[src/rtl/golden_nonce_fifo.sv]
// Arrival-ordered golden-nonce queue fed by the even/odd hashcores, with
// latest/previous snapshots for the legacy readout frame and drop accounting.
module golden_nonce_fifo #(
  parameter int unsigned DEPTH = 8,
  parameter int unsigned WIDTH = 32
) (
  input  logic                       hash_clk,
  input  logic                       reset,
  input  logic                       clear,
  input  logic                       match_1,
  input  logic [WIDTH-1:0]           nonce_1,
  input  logic                       match_2,
  input  logic [WIDTH-1:0]           nonce_2,
  input  logic                       pop,
  output logic [WIDTH-1:0]           head,
  output logic                       valid,
  output logic [$clog2(DEPTH):0]     count,
  output logic [WIDTH-1:0]           latest,
  output logic [WIDTH-1:0]           previous,
  output logic [7:0]                 drops,
  output logic                       overflow
);

  localparam int unsigned AW = $clog2(DEPTH);

  logic [WIDTH-1:0] mem [DEPTH];
  logic [AW-1:0]    rd_ptr;
  logic [AW-1:0]    wr_ptr;
  logic [AW:0]      cnt;

  logic             pop_ok;
  logic [AW+1:0]    space;
  logic [1:0]       n_push;
  logic [1:0]       n_drop;
  logic [8:0]       drops_sum;

  // A pop in the same cycle frees its slot before the pushes are sized.
  always_comb begin
    pop_ok    = pop && (cnt != '0);
    space     = (AW+2)'(DEPTH) - {1'b0, cnt} + {{(AW+1){1'b0}}, pop_ok};
    n_push    = '0;
    n_drop    = '0;
    if (match_1 && match_2) begin
      if (space >= (AW+2)'(2)) begin
        n_push = 2'd2;
      end else if (space == (AW+2)'(1)) begin
        n_push = 2'd1;
        n_drop = 2'd1;
      end else begin
        n_drop = 2'd2;
      end
    end else if (match_1 || match_2) begin
      if (space != '0) n_push = 2'd1;
      else             n_drop = 2'd1;
    end
    drops_sum = {1'b0, drops} + {7'b0, n_drop};
  end

  always_ff @(posedge hash_clk) begin
    if (!clear) begin
      if (match_1 && (n_push != '0))
        mem[wr_ptr] <= nonce_1;
      if (match_1 && match_2 && (n_push == 2'd2))
        mem[wr_ptr + 1'b1] <= nonce_2;
      if (!match_1 && match_2 && (n_push != '0))
        mem[wr_ptr] <= nonce_2;
    end
  end

  always_ff @(posedge hash_clk or posedge reset) begin
    if (reset) begin
      rd_ptr   <= '0;
      wr_ptr   <= '0;
      cnt      <= '0;
      latest   <= '0;
      previous <= '0;
      drops    <= '0;
      overflow <= 1'b0;
    end else if (clear) begin
      rd_ptr   <= '0;
      wr_ptr   <= '0;
      cnt      <= '0;
      latest   <= '0;
      previous <= '0;
      drops    <= '0;
      overflow <= 1'b0;
    end else begin
      if (pop_ok) rd_ptr <= rd_ptr + 1'b1;
      wr_ptr <= wr_ptr + AW'(n_push);
      cnt    <= cnt + (AW+1)'(n_push) - (AW+1)'(pop_ok);
      drops  <= drops_sum[8] ? 8'hFF : drops_sum[7:0];
      if (n_drop != '0) overflow <= 1'b1;
      if (match_1 && match_2) begin
        previous <= nonce_1;
        latest   <= nonce_2;
      end else if (match_1) begin
        previous <= latest;
        latest   <= nonce_1;
      end else if (match_2) begin
        previous <= latest;
        latest   <= nonce_2;
      end
    end
  end

  assign head  = (cnt != '0) ? mem[rd_ptr] : '0;
  assign valid = (cnt != '0);
  assign count = cnt;

endmodule

[config.mk]
export PLATFORM = sky130hd
export DESIGN_NAME = golden_nonce_fifo
export DESIGN_NICKNAME = d
export VERILOG_FILES = /design/src/rtl/golden_nonce_fifo.sv
export SDC_FILE = /design/constraint.sdc
export NUM_CORES = 1
export LEC_CHECK = 0
export CAP_MARGIN = 20
export CORE_MARGIN = 2
export CORE_UTILIZATION = 52
export CTS_BUF_LIST = sky130_fd_sc_hd__clkbuf_16
export DETAILED_ROUTE_END_ITERATION = 10
export PLACE_DENSITY = 0.84
export SKIP_CTS_REPAIR_TIMING = 1
export SLEW_MARGIN = 30
export SYNTH_ARGS = -nofsm -noshare
export SYNTH_HDL_FRONTEND = slang
export SYNTH_SLANG_ARGS = --single-unit
export TNS_END_PERCENT = 1
[constraint.sdc]
create_clock -name hash_clk -period 4.8 [get_ports hash_clk]
set_input_delay 0.48 -clock hash_clk [delete_from_list [all_inputs] [get_ports hash_clk]]
set_output_delay 0.48 -clock hash_clk [all_outputs]
set_load 0.005 [all_outputs]
==> results.cfg <==
[worst_hold_path]
hp-start = clear
hp-class = in -> reg
whs_path_depth = 2

[logic_synthesis]
seq_area_frac_synth_pct = 55.5
avgSynthCellArea_sq_um = 14.5
synth_area_sq_um = 17600
synth-seq-cells = 339
yosys_most_used_dff = edfxtp_1
yosys_warnings = 0
synth_cell_types = 46
syn_inst = 1217
synth_area_leaders = edfxtp_1 (44%), mux2_2 (16%), dfrtp_1 (12%)
synth_edf_count = 256
synth_top_area_cell = edfxtp_1
async_reset_ff_share_pct = 24.5
syn_nets = 1304
synth_top_area_share_pct = 43.7

[die]
rows = 67
start_util_pct = 52.6
die-area_sq_um = 35300
die-width_um = 188
die_h_um = 188
ios = 180
coreArea_sq_um = 33400

[clocking]
cts.path.max_buffers = 3
cts_num_sinks = 339
htreeDepth = 2
clk_latency_ns = 0.52
cts_tree = done
clkTransAtPathRegs_ns = 0.06
cts_root_buf = clkbuf_16
cts_made_buffers = 37

[status]
status = complete, no violations

[grt]
grt_max_degree = 67
antenna_found_initial = 0
grt_pass1_vias = 11900
grt_first_pass_wirelength_um = 70700
grt_overflow = 0
grtUsageTotal_pct = 26.1

[placement]
dp_hpwl_um = 26600
numPortBuffers = 179
gp_congestion = 0.850

[timing]
fin_worst_skew_ns = 0.0226
fin_crit_ns = 4.47
setup_viol = 0
grt_setup_unrepaired = false
worstMarginPinSlew_ns = 0.973
slew_headroom_pct = 35.1
post-route-period-util_pct = 93.0
hold_viol = 0
maxSlewViolCount = 0
fin_setup_tns_ns = 0
fmax_mhz = 224

[layout]
multiInputGateArea_sq_um = 7330
regArea_sq_um = 9770
drive_above_1_share_pct = 31.3
fillCellCount = 2328
post-route-util_pct = 62.8
insertedDiodeCount = 0
syn_to_final_growth_pct = 19.4
nets = 1434

[worst_setup_path]
cp_cell_sequence = inv_1, ha_1, nor3b_2, inv_1, nand2_1, ha_1, or3b_2, a21oi_1, nand2_1, nor2_1, ha_1, inv_1, fa_1, and3b_1, and3_1, nand3_1, a21oi_1
cpPeakStageDelay_ns = 0.50
worstSetupEndpointType = register
crit_family = simple AND/OR/NAND/NOR gates
worstPathArrival_ns = 4.90
cp-startpoint = count[3]$_DFF_PP0_
critPathMaxFanout = 7
cp.depth = 17
slowest_stage = dfrtp_1
required_ns = 5.23
crit_type = reg -> reg
path_buf_inv = 3
reg2reg_depth = 17
critPathLaunchType = register
timing.rr.start = count[3]$_DFF_PP0_

[drt]
first_iter_violations = 1237
drtAntennaViolNets = 0
drt-pass1-iter-count = 6
wl_um = 46200
vias_per_cell = 6.31
drc = 0
vias = 11500
routedWlPerCell_um = 25.3

[power_and_ir_drop]
pwr-share-seq_pct = 38.7
power_leakage_nw = 7.28
power_frac_comb_pct = 33.5
clockPowerShare_pct = 27.8
irDropWorstVdd_v = 0.000341
power.internal_mw = 6.85
sw_frac_of_total_pct = 30.9
powerDensity_nw_per_um2 = 472
p_sw_mw = 3.06

[job]
drv_cap = 0
[routing by layer]
metal / track usage, % / vias to the layer above / wire, um
met4: 8.09 / 0 / 1180
li1: - / 4930 / -
met2: 42.3 / 538 / 22200
met1: 35.9 / 5953 / 18700
met3: 5.26 / 95 / 4090
met5: 0 / - / 0
[worst register-to-register path, delay by kind of cell, from the launching register on]
| family | cells | cell delay (ns) |
|---|---|---|
| compound gates | 2 | 0.71 |
| fa+ha+maj | 4 | 1.07 |
| buf+inv | 3 | 0.26 |
| flops | 1 | 0.50 |
| simple gates | 8 | 1.84 |
[registers in the layout, summed over array words and instances, names as in the netlist]
| signal | flops |
|---|---|
| drops | 8 |
| latest | 32 |
| rd_ptr | 3 |
| overflow | 1 |
| wr_ptr | 3 |
| count | 4 |
| mem | 256 |
| previous | 32 |
[per-stage QoR]
stage | total power, mW | std cells | instance area (sq um) | hold slack [ns] | setup WS, ns
detailed placement | 7.17 | 1755 | 19800 | 0.538 | 0.432
CTS | 9.93 | 1823 | 21000 | 0.405 | 0.360
global placement | 7.07 | 1755 | 19800 | 0.528 | 0.657
floorplan | 5.78 | 1217 | 17600 | 0.486 | 0.126
global route | 10.3 | 1824 | 21000 | 0.429 | 0.0203
finish | 9.91 | 1824 | 21000 | 0.414 | 0.334
[final cells by class]
class | instances | share of cell area, %
clock buffers | 39 | 4.65
clock inverters | 29 | 0.965
inverters | 19 | 0.351
flip-flops and latches | 339 | 46.5
multi-input cells | 740 | 34.9
well taps | 448 | 2.67
repair buffers | 210 | 9.96
[Yosys cell counts (2+ instances only)]
library cell	count
a211oi_1	21
a21boi_0	2
a21oi_1	56
a222oi_1	22
a22oi_1	3
a2bb2oi_1	2
a31oi_1	10
a32oi_1	2
and2_1	2
buf_1	24
buf_2	9
buf_6	24
clkbuf_1	62
dfrtp_1	83
edfxtp_1	256
fa_1	3
ha_1	14
inv_1	19
mux2_2	256
mux2i_1	76
mux4_2	64
nand2_1	14
nand2b_1	2
nand3_1	8
nor2_1	135
nor2b_1	14
nor3_1	2
nor4b_1	2
o21ai_0	2
xnor2_1	6
xor2_1	7
[power groups by stage]
stage	sequential, mW	clock (mW)	combinational (mW)
finish	3.84	2.76	3.32
global route	3.87	2.91	3.53
CTS	3.86	2.79	3.28
detailed placement	3.92	0	3.25
global placement	3.90	0	3.18
floorplan	3.77	0	2.01
[path summary, 6_finish.rpt]
path | to | slack [ns]
min in group asynchronous | latest[16]$_DFFE_PP0P_ | 0.44
worst min register to register | previous[19]$_DFFE_PP0P_ | 0.55
worst min-delay path | latest[9]$_DFFE_PP0P_ | 0.41
max in group asynchronous | previous[7]$_DFFE_PP0P_ | 3.41
worst max register to register | drops[1]$_DFF_PP0_ | 0.33
worst max-delay path | drops[1]$_DFF_PP0_ | 0.33
[logic make-up after synthesis]
logic type,share of synthesized area [%]
buffers and inverters,4.03
and+or+nand+nor,4.64
DFF,55.5
AOI/OAI and AO/OA,4.94
xor gates and xnor gates,0.647
adders and majority gates,1.34
muxes,28.9
[placed cells by master, fill, tap and decap left out, drive strengths merged, types with 2 or more instances in the layout]
cell type	count
mux2	256
edfxtp	256
clkdlybuf4s50	176
nor2	135
dfrtp	83
mux2i	76
mux4	64
a21oi	56
clkbuf	39
buf	34
inv	30
a222oi	22
a211oi	21
nand2	14
nor2b	14
ha	14
clkinv	14
a31oi	10
nand3	8
xor2	7
xnor2	6
fa	3
bufinv	3
a22oi	3
nor4b	2
a32oi	2
a2bb2oi	2
nor3	2
o21ai	2
nor3b	2
nand2b	2
and2	2
a21boi	2
No activity file was read; power rests on OpenSTA's default activity.
